==> src/rtl/output_drain.sv <==
// -----------------------------------------------------------------------------
// output_drain
//
// Read-side engine that empties the accelerator output buffer once a layer has
// finished. A start command latches a base address and a word count. The block
// then walks that contiguous address range on the output-buffer SRAM port,
// issuing one read per word. Each returned word goes into a small capture FIFO,
// and the FIFO head is offered on a valid/ready stream toward the DMA side.
//
// Ports
//   CLK, RESET           clock (rising edge) and asynchronous active-high reset
//   start                launch command, only looked at while idle
//   base_addr, length    first word address and word count (length 0 is legal)
//   busy                 high while a transfer is in progress
//   done                 one-cycle pulse after the final stream handshake
//   ob_cen/wen/ren       SRAM chip enable / write enable / retention (active-low)
//   ob_addr              SRAM address
//   ob_data              SRAM read data, valid the cycle after ob_cen is low
//   m_valid/m_ready      output stream handshake
//   m_data               output stream payload (FIFO head)
//
// FIFO_DEPTH must be a power of two and at least 2.
// -----------------------------------------------------------------------------
module output_drain #(
  parameter int ADDR_W     = 17,
  parameter int DATA_W     = 512,
  parameter int FIFO_DEPTH = 4
) (
  input  logic              CLK,
  input  logic              RESET,
  input  logic              start,
  input  logic [ADDR_W-1:0] base_addr,
  input  logic [ADDR_W-1:0] length,
  output logic              busy,
  output logic              done,
  output logic              ob_cen,
  output logic              ob_wen,
  output logic              ob_ren,
  output logic [ADDR_W-1:0] ob_addr,
  input  logic [DATA_W-1:0] ob_data,
  output logic              m_valid,
  input  logic              m_ready,
  output logic [DATA_W-1:0] m_data
);

  localparam int PTR_W = $clog2(FIFO_DEPTH);
  localparam int CNT_W = PTR_W + 1;
  // Outstanding words (occ + inflight) need one more bit than occ alone.
  localparam logic [CNT_W:0] DEPTH_C = (CNT_W+1)'(FIFO_DEPTH);

  typedef enum logic [1:0] {
    ST_IDLE  = 2'd0,
    ST_READ  = 2'd1,
    ST_DRAIN = 2'd2
  } state_t;

  state_t                             state_q,    state_d;
  logic [ADDR_W-1:0]                  addr_q,     addr_d;     // next read address
  logic [ADDR_W-1:0]                  rem_q,      rem_d;      // reads left to issue
  logic [ADDR_W-1:0]                  out_rem_q,  out_rem_d;  // words left to hand off
  logic                               inflight_q, inflight_d; // read issued last cycle
  logic                               done_q,     done_d;
  logic [CNT_W-1:0]                   occ_q,      occ_d;
  logic [PTR_W-1:0]                   wr_ptr_q,   wr_ptr_d;
  logic [PTR_W-1:0]                   rd_ptr_q,   rd_ptr_d;
  logic [FIFO_DEPTH-1:0][DATA_W-1:0]  mem_q,      mem_d;

  logic             issue;
  logic             push;
  logic             pop;
  logic [CNT_W:0]   outstanding;

  // Issue depends only on registered state. This keeps m_ready out of every
  // SRAM-side path, and a slot freed by a pop is used one cycle later.
  assign outstanding = (CNT_W+1)'(occ_q) + (CNT_W+1)'(inflight_q);
  assign issue       = (state_q == ST_READ) && (rem_q != '0) &&
                       (outstanding < DEPTH_C);

  // Synchronous-read SRAM: data for last cycle's issue is on ob_data now.
  assign push    = inflight_q;
  assign m_valid = (occ_q != '0);
  assign pop     = m_valid & m_ready;
  assign m_data  = mem_q[rd_ptr_q];

  assign busy    = (state_q != ST_IDLE);
  assign done    = done_q;
  assign ob_cen  = ~issue;
  assign ob_wen  = 1'b1;
  assign ob_ren  = 1'b1;
  assign ob_addr = addr_q;

  // ---------------------------------------------------------------------------
  // Next-state logic
  // ---------------------------------------------------------------------------
  always_comb begin
    state_d    = state_q;
    addr_d     = addr_q;
    rem_d      = rem_q;
    out_rem_d  = out_rem_q;
    inflight_d = issue;
    done_d     = 1'b0;

    case (state_q)
      ST_IDLE: begin
        if (start) begin
          if (length == '0) begin
            // Nothing to move, so acknowledge immediately without leaving idle.
            done_d = 1'b1;
          end else begin
            state_d   = ST_READ;
            addr_d    = base_addr;
            rem_d     = length;
            out_rem_d = length;
          end
        end
      end
      ST_READ: begin
        if (issue) begin
          addr_d = addr_q + ADDR_W'(1);   // wraps naturally at 2^ADDR_W
          rem_d  = rem_q - ADDR_W'(1);
          if (rem_q == ADDR_W'(1)) state_d = ST_DRAIN;
        end
      end
      ST_DRAIN: begin
      end
      default: state_d = ST_IDLE;
    endcase

    // Count handoffs. The transfer ends on the handshake of the last word.
    // That word can only leave after its read was issued, so in practice this
    // fires in DRAIN. Testing "not idle" keeps the logic simple.
    if (pop && (state_q != ST_IDLE)) begin
      out_rem_d = out_rem_q - ADDR_W'(1);
      if (out_rem_q == ADDR_W'(1)) begin
        state_d = ST_IDLE;
        done_d  = 1'b1;
      end
    end
  end

  // ---------------------------------------------------------------------------
  // Capture FIFO
  // ---------------------------------------------------------------------------
  // Under the issue rule occ + inflight never exceeds FIFO_DEPTH, so a push
  // always has a free slot and no full check is needed here.
  always_comb begin
    mem_d    = mem_q;
    wr_ptr_d = wr_ptr_q;
    rd_ptr_d = rd_ptr_q;
    occ_d    = occ_q;
    if (push) begin
      mem_d[wr_ptr_q] = ob_data;
      wr_ptr_d        = wr_ptr_q + PTR_W'(1);
    end
    if (pop) begin
      rd_ptr_d = rd_ptr_q + PTR_W'(1);
    end
    occ_d = occ_q + CNT_W'(push) - CNT_W'(pop);
  end

  // ---------------------------------------------------------------------------
  // State registers
  // ---------------------------------------------------------------------------
  // Reset clears the FIFO storage as well, so m_data reads 0 out of reset and
  // nothing from an aborted transfer can leak into the next one.
  always_ff @(posedge CLK or posedge RESET) begin
    if (RESET) begin
      state_q    <= ST_IDLE;
      addr_q     <= '0;
      rem_q      <= '0;
      out_rem_q  <= '0;
      inflight_q <= 1'b0;
      done_q     <= 1'b0;
      occ_q      <= '0;
      wr_ptr_q   <= '0;
      rd_ptr_q   <= '0;
      mem_q      <= '0;
    end else begin
      state_q    <= state_d;
      addr_q     <= addr_d;
      rem_q      <= rem_d;
      out_rem_q  <= out_rem_d;
      inflight_q <= inflight_d;
      done_q     <= done_d;
      occ_q      <= occ_d;
      wr_ptr_q   <= wr_ptr_d;
      rd_ptr_q   <= rd_ptr_d;
      mem_q      <= mem_d;
    end
  end

endmodule

==> config.mk <==
export PLATFORM = sky130hd
export DESIGN_NAME = output_drain
export DESIGN_NICKNAME = d
export VERILOG_FILES = /design/src/rtl/output_drain.sv
export SDC_FILE = /design/constraint.sdc
export NUM_CORES = 2
export LEC_CHECK = 0
export ABC_AREA = 0
export CAP_MARGIN = 20
export CORE_ASPECT_RATIO = 1.1
export CORE_MARGIN = 3
export CORE_UTILIZATION = 51
export CTS_CLUSTER_SIZE = 25
export DETAILED_ROUTE_END_ITERATION = 7
export HOLD_SLACK_MARGIN = 0.12
export PLACE_DENSITY = 0.87
export SYNTH_ARGS = -nofsm -noshare
export SYNTH_HDL_FRONTEND = slang
export SYNTH_SLANG_ARGS = --single-unit
==> constraint.sdc <==
create_clock -name CLK -period 83.5 [get_ports CLK]
set_input_delay 20.875 -clock CLK [delete_from_list [all_inputs] [get_ports CLK]]
set_output_delay 20.875 -clock CLK [all_outputs]
set_load 0.1 [all_outputs]
# Word-level counts from Yosys, hierarchy flattened
# Cells that the tools add are included.
# totals
reg_bits	2110
in_bits	550
output_inout_bits	535
elab_cells	76
# classes
add_sub_neg	8
order_cmp	4
n_eq_ne	8
mux	27
bitwise_logic	2
n_reduce_logical	14
# ops
cell	count
bitwise mux 2048 bit	1
binary-select mux 512 bit (select 2 bit)	1
demux 512 bit (select 2 bit)	1
two-way mux 512 bit	2
two-way mux 17 bit	8
one-hot mux 17 bit (2 select lines)	2
equality test 17 x 1 -> 1 bit (second input constant)	2
subtractor 17 x 1 -> 17 bit (second input constant)	2
adder 17 x 1 -> 17 bit (second input constant)	1
logical NOT 17 bit	1
nonzero test 17 bit	1
two-way mux 2 bit	6
nonzero test 2 bit	4
less-than comparator 2 x 3 -> 1 bit (second input constant)	2
inequality test 2 bit (second input constant)	3
one-hot mux 2 bit (3 select lines)	1
two-way mux 1 bit	5
adder 2 x 1 -> 2 bit (second input constant)	2
adder 3 x 1 -> 4 bit	1
logical AND 1 bit	4
less-than comparator 4 x 3 -> 1 bit (second input constant)	1
AND reduction 4 bit	1
adder 3 x 1 -> 3 bit	1
AND reduction 3 bit	1
9 further kinds	9

# Longest topological paths before layout
# depth
depth_word	7
depth_mapped	8
mapped_depth_nobuf	8

# Least setup slack after synthesis
# No wires, ideal clock.
# synth_path
path_kind	register -> output
start	register rd_ptr_q[1]
end	output port m_data[174]
arrival_time_ns	2.004
required_ns	62.625
slack_ns	60.621
stages_incl_launch_ff	5
path_buffers	3
path_cell_list	dfrtp_1 -> buf_2 -> buf_2 -> buf_1 -> mux4_2
# synth_via
elab_chain_len	2
# synth_lines
element	line	text
from (decl)	65	logic [PTR_W-1:0] rd_ptr_q, rd_ptr_d;
from (signal assigned)	187	rd_ptr_q <= rd_ptr_d;
binary-select mux 512 bit (select 2 bit)	83	assign m_data = mem_q[rd_ptr_q];
two-way mux 512 bit (implied by the code)	83	
to (decl)	43	output logic [DATA_W-1:0] m_data
# Every way passes these cells. The select of a mux whose other input is x is not followed.

# Final worst setup path
# layout_path
start	register rd_ptr_q[0]
end	output port m_data[502]
# The elaborated chain is that of the path after synthesis.

==> impl_metrics.ini <==
[setup_path]
crit_top_cell = buf_4
crit_type = flip-flop to output port
r2r-start = wr_ptr_q[0]
cp_cell_sequence = buf_4 -> buf_4 -> buf_4 -> buf_4 -> mux4_2 -> clkdlybuf4s50_1
rr_worst_depth = 7
slowest_stage = clkdlybuf4s50_1
worstPathMaxFanout = 59
max_stage_delay_ns = 1.07
r2r_end = mem_q[1850]
end_kind = output port
ff2ff_setup_slack_ns = 78.42
start_kind = flip-flop
path_depth = 6
worstPathArrival_ns = 6.85
required_ns = 62.62
cp_top_family = buffers and inverters
cp_num_buf_inv = 5

[timing]
final_hold_viol_count = 0
maxSlewViolCount = 0
clock_skew_ns = 0.06068
tns_ns = 0
finalSetupViolations = 0
worst_pin_slew_ns = 1.215
holdWs_ns = 0.4962
slew_headroom_pct = 18.77
post-route-period-util_pct = 33.20
fmaxAchievable_mhz = 36.07
rsz0062_at_grt = no
min_period_ns = 27.72

[floorplan]
core_area_um2 = 176300
dieArea_um2 = 183600
die_w_um = 408.8
start_util_pct = 51.63
boundaryPins = 1085
dieHeight_um = 449.0
rows = 161

[grt]
grt.overflow.total = 0
grt_pass1_vias = 58024
antenna_found_initial = 105
grt_pass1_wl_mm = 361.5
grt_max_degree = 205
grt_use_total_pct = 25.43

[placement]
dp_hpwl_mm = 156.2
io_buffers = 1082
place.gp.congestion = 0.8431

[cells_and_area]
fill_cells = 11854
drive_gt1_share_pct = 45.96
syn_to_final_growth_pct = 22.69
nets = 6954

[cts]
cts_htree_levels = 4
postCtsHoldBufs = 0
insertion_delay_ns = 0.84
cts.clk_slew.worst_paths_ns = 0.06
postCtsSetupRepairBufs = 0
cts_tree = done
cts_sinks = 2110
numCtsBuffers = 205
cts_resized = 0
cts_buffer_depth = 3
cts-root-buf = clkbuf_16

[synthesis]
synth_compound_area_share_pct = 1.140
ys_seq_area_share_pct = 58.02
synth_fa_ha_area_share_pct = 0.2007
yosys_register_bits = 2110
synth_area_um2 = 91010
synth-simple-area-share_pct = 0.8978
synthMuxAreaShare_pct = 38.02
syn_avg_cell_area_um2 = 16.92
synth_warnings = 0
ys.flop_type = dfrtp_1
synthCells = 5378
synth-edff-count = 0
synth-xor-area-share_pct = 0.03850
yosysUniqueCellTypes = 68
synthArstFlopShare_pct = 100.0
synth_top_family_by_area = multiplexers

[outcome]
status = finished, final reports clean

[hold_path]
worst_hold_path_type = flip-flop to flip-flop
hold_path_depth = 1
holdCritStartpoint = out_rem_q[9]
hold_end = out_rem_q[9]

[drt]
drtPass1Iterations = 5
drt_iter0_drc = 3903
drc_errors = 0
post_drt_wl_per_cell_um = 26.12
drt-vias-per-instance = 5.928
wl_mm = 235.3
postRouteAntennaNets = 0
vias = 53395

[flow_run]
maxCapViolCount = 0
flip-flops by register name, summed over array words and instances, names as in the netlist:
register	cells
done	1
inflight_q	1
mem_q	2048
ob_addr	17
occ_q	3
out_rem_q	17
rd_ptr_q	2
rem_q	17
state_q	2
wr_ptr_q	2
logic make-up after synthesis:
group	Yosys count
AO/OA/AOI/OAI	150
adder cells (fa/ha/maj)	14
AND/OR/NAND/NOR	154
buffers and inverters	384
flip-flops	2110
other	1
multiplexers	2561
XOR/XNOR	4
metal layers:
| metal | track usage [%] | vias up | share of wire [%] | routed length (um) |
|---|---|---|---|---|
| li1 | - | 22421 | - | - |
| met1 | 31.06 | 28729 | 38 | 88620 |
| met2 | 40.80 | 1698 | 49 | 115700 |
| met3 | 8.569 | 509 | 8.3 | 19590 |
| met4 | 12.15 | 38 | 4.7 | 11120 |
| met5 | 0 | - | 0.11 | 248 |
cells in the mapped netlist, drive strengths merged, types with 3 or more instances:
cell / instances / area, um2
dfrtp: 2110 / 52800
mux2: 2049 / 23070
mux4: 512 / 11530
clkbuf: 263 / 987.2
buf: 103 / 471.7
nand2: 38 / 142.6
a21oi: 34 / 173.9
o21ai: 28 / 140.1
nor2: 24 / 97.59
nor3: 21 / 110.1
nor4: 19 / 131.4
inv: 18 / 67.57
o2bb2ai: 16 / 140.1
ha: 13 / 162.7
nand3: 11 / 55.05
o211ai: 11 / 82.58
or3: 11 / 73.82
o22ai: 10 / 62.56
nand4: 8 / 50.05
o22a: 7 / 61.31
a31oi: 6 / 37.54
nand2b: 6 / 37.54
a22o: 5 / 43.79
a211oi: 4 / 30.03
a41oi: 4 / 35.03
o311ai: 4 / 35.03
or2: 4 / 25.03
and3: 3 / 18.77
and4: 3 / 26.28
worst reg2reg max path, cell delays in order, from the launching register on:
cell and delay (ns):
dfrtp_1 0.42, ha_1 0.25, nand2_4 0.52, buf_4 0.73, buf_4 0.89, buf_4 0.82
buf_4 0.84, mux2_2 0.45
layout by cell type (no fill, tap or decap), types with 4 or more instances in the layout:
cell type and count:
a211oi_1 4, a21oi_1 33, a22o_1 5, a31oi_1 6, a41oi_1 4, buf_12 22, buf_4 75, bufinv_16 15
clkbuf_1 48, clkbuf_16 208, clkbuf_8 64, clkdlybuf4s50_1 1071, clkinv_16 5, clkinv_2 25, dfrtp_1 2108, diode_2 85
ha_1 13, inv_1 15, inv_6 4, mux2_2 2048, mux4_2 512, nand2_1 34, nand2_4 4, nand2b_1 5
nand3_1 11, nand4_1 8, nor2_1 22, nor3_1 20, nor4_1 17, o211ai_1 11, o21ai_0 27, o22a_1 7
o22ai_1 10, o2bb2ai_1 16, o311ai_0 4, or3_1 10
layout make-up:
class | instances | area (um2) | area share [%]
Sequential cell | 2110 | 52810 | 47.29
Multi-Input combinational cell | 2885 | 36720 | 32.89
Timing Repair Buffer | 1170 | 11760 | 10.53
Clock buffer | 320 | 6266 | 5.612
Tap cell | 2363 | 2957 | 2.648
Clock inverter | 57 | 857.1 | 0.7676
Antenna cell | 85 | 212.7 | 0.1905
Inverter | 18 | 75.07 | 0.06723
through the flow:
stage / setup WS [ns] / util (%) / instances / area [um2]
after floorplan: 3.018 / - / 5379 / 91010
after global placement: 56.17 / 59.02 / 8531 / 104000
after detailed placement: 55.93 / 59.16 / 8544 / 104300
after CTS: 55.59 / 63.20 / 8921 / 111400
after global routing: 55.40 / 63.32 / 8985 / 111600
final: 55.78 / 63.35 / 9008 / 111700
worst max path at each step:
stage	to	slack, ns	start
after floorplan	done	3.02	RESET
after global placement	mem_q[136]	56.17	RESET
after detailed placement	mem_q[1672]	55.93	RESET
after CTS	m_data[502]	55.59	rd_ptr_q[0]
after global routing	m_data[502]	55.40	rd_ptr_q[0]
final	m_data[502]	55.78	rd_ptr_q[0]
Power is left out: the tool's default activity adds up to more than one toggle a clock period on the data nets, which glitch-free logic cannot reach.
